==> src/rtl/param_sram_ctrl.sv <==
// Single-port synchronous SRAM with byte-lane writes, 1- or 2-cycle read latency,
// and a zero-fill clear engine that runs after reset or on request.
module param_sram_ctrl #(
    parameter int DATA_WIDTH     = 8,
    parameter int ADDR_WIDTH     = 3,
    parameter int READ_LATENCY   = 1,
    parameter int CLEAR_ON_RESET = 1
) (
    input  logic                    clk,
    input  logic                    rst_n,
    input  logic                    en,
    input  logic                    we,
    input  logic [ADDR_WIDTH-1:0]   addr,
    input  logic [DATA_WIDTH-1:0]   din,
    input  logic [DATA_WIDTH/8-1:0] be,
    input  logic                    clr,
    output logic [DATA_WIDTH-1:0]   dout,
    output logic                    dout_valid,
    output logic                    busy,
    output logic                    drop_err
);

    localparam int          DEPTH = 1 << ADDR_WIDTH;
    localparam int unsigned LANES = DATA_WIDTH / 8;
    localparam logic [ADDR_WIDTH-1:0] CNT_LAST = '1;

    typedef enum logic {IDLE, CLEAR} state_t;
    localparam state_t RESET_STATE = (CLEAR_ON_RESET != 0) ? CLEAR : IDLE;

    state_t                state;
    state_t                state_next;
    logic [ADDR_WIDTH-1:0] cnt;
    logic [DATA_WIDTH-1:0] mem [DEPTH];
    logic [DATA_WIDTH-1:0] rd_word;
    logic                  rd_fire;
    logic                  wr_fire;

    always_comb begin
        busy    = (state == CLEAR);
        rd_fire = en && !we && !busy;
        wr_fire = en &&  we && !busy;
        rd_word = mem[addr];
    end

    always_comb begin
        state_next = state;
        case (state)
            IDLE:    if (clr) state_next = CLEAR;
            CLEAR:   if (cnt == CNT_LAST) state_next = IDLE;
            default: state_next = IDLE;
        endcase
    end

    // cnt wraps to 0 on the edge that clears the last word, matching the exit to IDLE.
    always_ff @(posedge clk or negedge rst_n) begin
        if (!rst_n) begin
            state <= RESET_STATE;
            cnt   <= '0;
        end else begin
            state <= state_next;
            if (state == CLEAR) cnt <= cnt + 1'b1;
        end
    end

    always_ff @(posedge clk or negedge rst_n) begin
        if (!rst_n) drop_err <= 1'b0;
        else if (en && busy) drop_err <= 1'b1;
    end

    always_ff @(posedge clk) begin
        if (busy) begin
            mem[cnt] <= '0;
        end else if (wr_fire) begin
            for (int unsigned i = 0; i < LANES; i++) begin
                if (be[i]) mem[addr][8*i +: 8] <= din[8*i +: 8];
            end
        end
    end

    // Read data is captured into the pipeline at the access edge, so later writes
    // and clears never disturb an in-flight read.
    generate
        if (READ_LATENCY == 2) begin : g_lat2
            logic [DATA_WIDTH-1:0] s1_data;
            logic                  s1_valid;

            always_ff @(posedge clk or negedge rst_n) begin
                if (!rst_n) begin
                    s1_data    <= '0;
                    s1_valid   <= 1'b0;
                    dout       <= '0;
                    dout_valid <= 1'b0;
                end else begin
                    s1_valid   <= rd_fire;
                    if (rd_fire) s1_data <= rd_word;
                    dout_valid <= s1_valid;
                    if (s1_valid) dout <= s1_data;
                end
            end
        end else begin : g_lat1
            always_ff @(posedge clk or negedge rst_n) begin
                if (!rst_n) begin
                    dout       <= '0;
                    dout_valid <= 1'b0;
                end else begin
                    dout_valid <= rd_fire;
                    if (rd_fire) dout <= rd_word;
                end
            end
        end
    endgenerate

endmodule

==> config.mk <==
export PLATFORM = sky130hd
export DESIGN_NAME = param_sram_ctrl
export DESIGN_NICKNAME = d
export VERILOG_FILES = /design/src/rtl/param_sram_ctrl.sv
export SDC_FILE = /design/constraint.sdc
export NUM_CORES = 1
export LEC_CHECK = 0
export CAP_MARGIN = 10
export CORE_MARGIN = 5
export CORE_UTILIZATION = 57
export CTS_CLUSTER_DIAMETER = 30
export DETAILED_ROUTE_END_ITERATION = 6
export PLACE_DENSITY = 0.79
export RECOVER_POWER = 25
export SLEW_MARGIN = 20
export SYNTH_ARGS = -nofsm -noshare
export SYNTH_HDL_FRONTEND = slang
export SYNTH_SLANG_ARGS = --single-unit
==> constraint.sdc <==
create_clock -name clk -period 3.2 [get_ports clk]
set_input_delay 0.64 -clock clk [delete_from_list [all_inputs] [get_ports clk]]
set_output_delay 0.64 -clock clk [all_outputs]
set_load 0.02 [all_outputs]
==> implementation parameters, run 1 <==
Parameter                              Value

Critical path
  Delay-heaviest family, CP    flip-flops
  Max stage delay on crit path    ~0.76 ns
  CP max FO    10
  Capturing element type of the critical path    primary output
  Critical path arrival    roughly 1.8 ns
  Stages on worst setup path    1
  Ordered cell list for the critical path    clkdlybuf4s50_1
  Slowest stage cell on the critical path    dfstp_1
  Critical Path RT    2.56 ns
  R2R cell count    4
  Kind of start point of the critical path    register
  WS Path Type    reg2out
  Critical path buffers and inverters    1

Power and ir drop
  Leakage power    ~0.0014 uW
  Highest ir drop seen on vdd    around 400 uV
  Pwr Density    around 800 nW/um2
  Total Power Consumption    around 3000 uW

Placed design
  Placer congestion estimate    slightly below 0.9
  Number of input and output port buffers inserted    27
  Dpl hpwl    approximately 4.5 mm
  Cell area after placement    ~3600 um2

Clocking
  Latest clock arrival within the worst-skew pair    approximately 0.35 ns
  # hold bufs at CTS    0
  Clock buffer count from CTS    9
  Post-CTS setup repair buffer count    0
  CTS tree    built
  Clock Pin Slew Worst Setup and Hold Paths    0.08 ns
  Number of levels in the clock H-tree    3
  Resize count post-CTS    0
  Clock Sink Count    between 70 and 80
  CTS root buffer    clkbuf_8
  Maximum buffer depth of the clock tree    2

Routing
  Average detailed-routed wire length per instance    19.9 um
  Number of DRC violations after detailed routing    0
  Total via count after detailed routing    1755
  Post-detailed-route via-to-cell ratio    5.74
  Wirelength, routed    between 6 and 7 mm
  Post-route ant nets    0
  Total iterations of the first detailed-routing run    6
  Initial drt markers    200

Floorplanning
  Cell row count    27
  Overall die width    roughly 85 um
  Die Height    ~85 um
  Die area    a little over 7000 um2
  Core box area    between 5000 and 6000 um2
  I/O pin total    28
  Initial core utilization    between 50% and 60%

Timing
  Final count of pins violating max slew    0
  Final critical-path share of the clock period    between 70% and 80%
  Actual transition at the worst max-transition pin    0.627 ns
  Setup violations, final    0
  Setup clock skew after layout    0.0138 ns
  Setup repair after global routing missed its margin    false
  Number of failing hold endpoints at the final stage    0
  Final TNS setup    0 ns
  Hold Worst Slack    0.469 ns
  Worst slew margin relative to its limit    between 50 and 60%
  Highest clock frequency the design can meet    a little over 400 MHz
  Final critical delay including setup and external delays    between 2 and 2.5 ns

Synthesis
  Number of unique standard cell types used by synthesis    28
  Post-synthesis sequential area ratio    70.9%
  Register bit count reported by yosys    ~80
  Number of nets produced by synthesis    211
  Mapped Avg Cell Area    approximately 17 um2
  Number of instances in the synthesized netlist    between 150 and 200
  Number of synthesis warnings    0
  Cell area after synthesis    between 3000 and 4000 um2

Flow run
  Max-Cap Viols    0

Hold path
  Hold Crit Depth    1
  Worst hold-check path type    reg2reg

Global routing
  Pin count of the biggest net entering global routing    35
  Via count of the first global-routing pass    1872
  First-pass GRT wire length    between 9 and 10 mm
  Initial antenna violation count    0
  Overflow left after global routing    0
  Aggregate global-route resource usage    a little under a fifth

Finish
  Count of filler cells inserted in the layout    around 370
  Footprint of the multi-input gates    836 um2
  Cell area after layout    approximately 3700 um2
  Number of nets in the final layout    248
  Commonest cells after routing, fill and taps aside    edfxtp_1, clkdlybuf4s50_1, mux2i_1
  Number of diodes added for antenna fixing    0
  Fraction of layout instances using a drive strength above 1    20.5%
  Synthesis-to-layout area growth    16.5%
  Most frequent standard cell in the layout excluding fill and tap cells    edfxtp_1
  Sequential Area    2270 um2

Run status
  Outcome    finished clean
[where the power goes]
part,leakage (uW),switching (uW),internal (uW)
logic,0.000531,420,358
registers,0.000770,120,1420
clock network,0.0000815,335,302
[synth_stat cells]
master	instances	share of area, %
nor3_1	8	1.2
a21o_1	1	0.23
mux2_4	2	0.94
dfstp_2	1	0.82
o31ai_2	1	0.39
dfrtp_1	13	10
buf_1	2	0.23
buf_6	4	1.4
and4b_1	1	0.31
inv_1	3	0.35
nand2b_1	1	0.20
mux2_2	18	6.3
buf_4	3	0.70
xor2_1	1	0.27
and2_1	8	1.6
mux2i_1	19	5.9
ha_1	2	0.78
nor2b_1	2	0.39
o22ai_1	8	1.6
a21oi_2	1	0.27
or3b_1	1	0.27
a22oi_2	1	0.39
o31ai_1	7	1.6
edfxtp_1	64	60
a22o_1	8	2.2
nand2_1	9	1.1
nor2_1	1	0.12
buf_2	2	0.31
[path summary, 6_finish.rpt]
check	start	endpoint	slack (ns)
worst max-delay path	busy$_DFF_PN1_	busy	0.76
worst min-delay path	drop_err$_DFFE_PN0P_	drop_err$_DFFE_PN0P_	0.47
worst max register to register	busy$_DFF_PN1_	mem[4][3]$_DFFE_PP_	1.00
worst min register to register	drop_err$_DFFE_PN0P_	drop_err$_DFFE_PN0P_	0.47
max in group asynchronous	rst_n	dout[3]$_DFFE_PN0P_	2.04
min in group asynchronous	rst_n	drop_err$_DFFE_PN0P_	0.74
[stage by stage]
stage               setup slack [ns]  instances  utilization, %
floorplan                      0.806        192               -
detailed placement             0.554        290            65.0
CTS                            0.862        306            68.2
finish                         0.762        306            68.2
global placement               0.613        290            65.0
global route                   0.658        306            68.2
[final cells by class]
cell class | instances | area share (%)
flip-flops and latches | 78 | 60.9
multi-input cells | 100 | 22.4
repair buffers | 37 | 9.25
clock buffers | 11 | 3.79
well taps | 72 | 2.41
clock inverters | 5 | 0.972
inverters | 3 | 0.302
[per-layer routing]
metal / track usage [%] / share of wire, %
met1: 24.3 / 40
met2: 29.4 / 48
met3: 6.60 / 8.8
met4: 8.20 / 2.3
met5: 0 / 0
[sequential cells by signal (all words and copies together) (netlist names)]
signal      count
busy            1
cnt             3
dout            8
dout_valid      1
drop_err        1
mem            64
[logic make-up (layout without fill, tap and decap cells)]
logic type	after synthesis	count (layout)	synth area share (%)
AND/OR/NAND/NOR	31	31	5.15
buffers and inverters	14	56	3.01
flip-flops	78	78	70.9
AO/OA/AOI/OAI	27	27	6.67
multiplexers	39	39	13.2
XOR/XNOR	1	1	0.273
adder cells (fa/ha/maj)	2	2	0.781
Power figures use the tool's default switching activity.
==> run 2: changes to the inputs <==
--- a/config.mk
+++ b/config.mk
@@ -7,10 +7,10 @@
 export LEC_CHECK = 0
 export CAP_MARGIN = 10
 export CORE_MARGIN = 5
-export CORE_UTILIZATION = 57
+export CORE_UTILIZATION = 51
 export CTS_CLUSTER_DIAMETER = 30
 export DETAILED_ROUTE_END_ITERATION = 6
-export PLACE_DENSITY = 0.79
+export PLACE_DENSITY = 0.75
 export RECOVER_POWER = 25
 export SLEW_MARGIN = 20
 export SYNTH_ARGS = -nofsm -noshare
==> constraint.sdc (replaced) <==
create_clock -name clk -period 2.1 [get_ports clk]
set_input_delay 0.42 -clock clk [delete_from_list [all_inputs] [get_ports clk]]
set_output_delay 0.42 -clock clk [all_outputs]
set_load 0.02 [all_outputs]
==> run 2 against run 1 <==
Compared with the run above:
- power rose by 64%
- cell count rose by 4.9%
- via count fell by 1.2%
- flip-flop and latch count did not move
- setup slack got worse by 0.72 ns
- utilization fell by 3.1 points
- critical path depth rose by 6
- highest routed layer unchanged
- sequential power rose by 50%
- non-clock buffer count rose by 12
- sequential share of layout area fell by 2.9 points
==> implementation parameters, run 2 (synthesis results as in run 1) <==
Parameter                              Value

Critical path
  Ordered cell list for the critical path    clkdlybuf4s50_1 > and4b_1 > buf_6 > buf_6 > mux2_4 > nor3_2 > buf_6
  Capturing element type of the critical path    register
  Kind of start point of the critical path    input port
  Worst setup path start    en
  Max stage delay on crit path    0.47 ns (-0.29 ns)
  Slowest stage cell on the critical path    clkdlybuf4s50_1
  CP max FO    8 (-2)
  Worst path most repeated cell    buf_6
  Startpoint of the worst register-to-register path    busy$_DFF_PN1_
  Critical path buffers and inverters    4 (+3)
  Critical Path RT    2.15 ns (-0.41 ns)
  Critical path arrival    2.11 ns (+0.31 ns)
  WS Path Type    in2reg
  Delay-heaviest family, CP    buffers and inverters

Global routing
  First-pass GRT wire length    9.47 mm (-5.1%)
  Via count of the first global-routing pass    1781 (-4.9%)
  Pin count of the biggest net entering global routing    31 (-11%)
  Overflow left after global routing    0 (unchanged)
  Aggregate global-route resource usage    16.7% (-2.3 points)
  Initial antenna violation count    0 (unchanged)

Clocking
  Maximum buffer depth of the clock tree    2 (unchanged)
  Number of levels in the clock H-tree    3 (unchanged)
  Clock Sink Count    78 (unchanged)
  CTS root buffer    clkbuf_8
  # hold bufs at CTS    0 (unchanged)
  Clock Pin Slew Worst Setup and Hold Paths    0.07 ns (about the same)
  Clock buffer count from CTS    9 (unchanged)
  Latest clock arrival within the worst-skew pair    0.34 ns (about the same)
  CTS tree    built

Routing
  Initial drt markers    83 (-59%)
  Wirelength, routed    5.83 mm (-4.3%)
  Total iterations of the first detailed-routing run    4 (-2)
  Post-detailed-route via-to-cell ratio    5.40 (-5.8%)
  Number of DRC violations after detailed routing    0 (unchanged)
  Total via count after detailed routing    1734 (-1.2%)
  Post-route ant nets    0 (unchanged)
  Average detailed-routed wire length per instance    18.2 um (-8.8%)

Placed design
  Placer congestion estimate    0.791 (-10%)
  Number of input and output port buffers inserted    27 (unchanged)
  Dpl hpwl    4.09 mm (-8.4%)

Power and ir drop
  Int Pwr    3410 uW (+64%)
  Clock share of power    21.6% (about the same)
  Pwr Density    1230 nW/um2 (+56%)
  Sequential fraction of design power    47.7% (-4.4 points)
  Comb power frac    30.7% (+4.3 points)
  Net switching share of the total power    29.6% (-0.068 points)
  Highest ir drop seen on vdd    675 uV (+69%)
  Switching power    1430 uW (+64%)
  Leakage power    0.00147 uW (+6.2%)

Finish
  Number of nets in the final layout    260 (+4.8%)
  Register ranked first by flip-flop count    mem
  Number of diodes added for antenna fixing    0 (unchanged)
  Number of flip-flops in the largest register    64 (unchanged)
  Fraction of layout instances using a drive strength above 1    26.4% (+5.9 points)
  Most frequent standard cell in the layout excluding fill and tap cells    edfxtp_1
  Synthesis-to-layout area growth    22.3%
  Utilization of the core after routing    65.1% (-3.1 points)
  Biggest registers after layout    mem x64, dout x8, cnt x3
  Commonest cells after routing, fill and taps aside    edfxtp_1, clkdlybuf4s50_1, mux2i_1

Timing
  Setup clock skew after layout    0.00568 ns (-0.00807 ns)
  Final TNS setup    0 ns (unchanged)
  Setup violations, final    0 (unchanged)
  Highest clock frequency the design can meet    approximately 490 MHz
  Final critical delay including setup and external delays    roughly 2.1 ns
  Final critical-path share of the clock period    slightly below 100%
  Worst slew margin relative to its limit    51.9% (-6.1 points)
  Number of failing hold endpoints at the final stage    0 (unchanged)
  Actual transition at the worst max-transition pin    0.721 ns (+0.0941 ns)
  Final count of pins violating max slew    0 (unchanged)
  Setup repair after global routing missed its margin    true

Floorplanning
  Overall die width    89.3 um (+5.0%)
  Die area    7970 um2 (+10%)
  Core box area    6030 um2 (+10%)
  Initial core utilization    53.2% (-5.4 points)
  Cell row count    28 (+3.7%)
  I/O pin total    28 (unchanged)
  Die Height    89.3 um (+5.0%)

Hold path
  Worst hold path startpoint    drop_err$_DFFE_PN0P_
  Worst hold-check path type    reg2reg

Flow run
  Max-Cap Viols    0 (unchanged)

Run status
  Outcome    finished clean
## run 2: path summary, 6_finish.rpt
| path | cells after the start | end | slack (ns) |
|---|---|---|---|
| max in group asynchronous | 1 | drop_err$_DFFE_PN0P_ | 1.08 |
| setup reg to reg | 6 | mem[2][3]$_DFFE_PP_ | 0.07 |
| hold reg to reg | 1 | drop_err$_DFFE_PN0P_ | 0.47 |
| min in group asynchronous | 1 | dout[1]$_DFFE_PN0P_ | 0.57 |
| hold / removal | 1 | drop_err$_DFFE_PN0P_ | 0.47 |
| setup / recovery | 7 | mem[2][3]$_DFFE_PP_ | 0.04 |
## run 2: area by class of cell
| type | count | area [um2] |
|---|---|---|
| Sequential cell | 78 | 2270 |
| Fill cell | 441 | 2100 |
| Multi-Input combinational cell | 100 | 890 |
| Timing Repair Buffer | 49 | 470 |
| Clock buffer | 12 | 135 |
| Tap cell | 75 | 93.8 |
| Clock inverter | 4 | 47.5 |
| Inverter | 3 | 11.3 |
## run 2: layer usage
layer / vias up / global-route usage [%] / part of all wire [%]
li1: 838 / - / -
met1: 844 / 23.3 / 47
met2: 41 / 24.6 / 47
met3: 11 / 3.87 / 4.2
met4: 0 / 8.12 / 1.8
met5: - / 0 / 0
## run 2: repair_timing
| item | in CTS | in global routing |
|---|---|---|
| setup buffers | 0 | 0 |
| setup endpoints to repair | 21 | 24 |
| gates resized for setup | 4 | 3 |
| pin swaps | 1 | 0 |
## run 2: metrics by stage
step	setup WS [ns]	area, um2	power (uW)	hold WS, ns	instances
floorplan	-0.178	3250	3170	0.124	192
global placement	-0.450	3720	3750	0.441	305
detailed placement	-0.539	3720	3810	0.465	305
CTS	0.00679	3910	4880	0.477	321
global route	-0.00887	3920	5100	0.504	321
finish	0.0429	3920	4840	0.475	321
## run 2: power by group through the flow
stage / sequential (uW) / clock, uW / combinational (uW)
2_1_floorplan: 2420 / 0 / 749
3_3_place_gp: 2320 / 0 / 1430
3_5_place_dp: 2340 / 0 / 1470
4_1_cts: 2310 / 1070 / 1500
5_1_grt: 2350 / 1140 / 1610
6_report: 2310 / 1040 / 1490
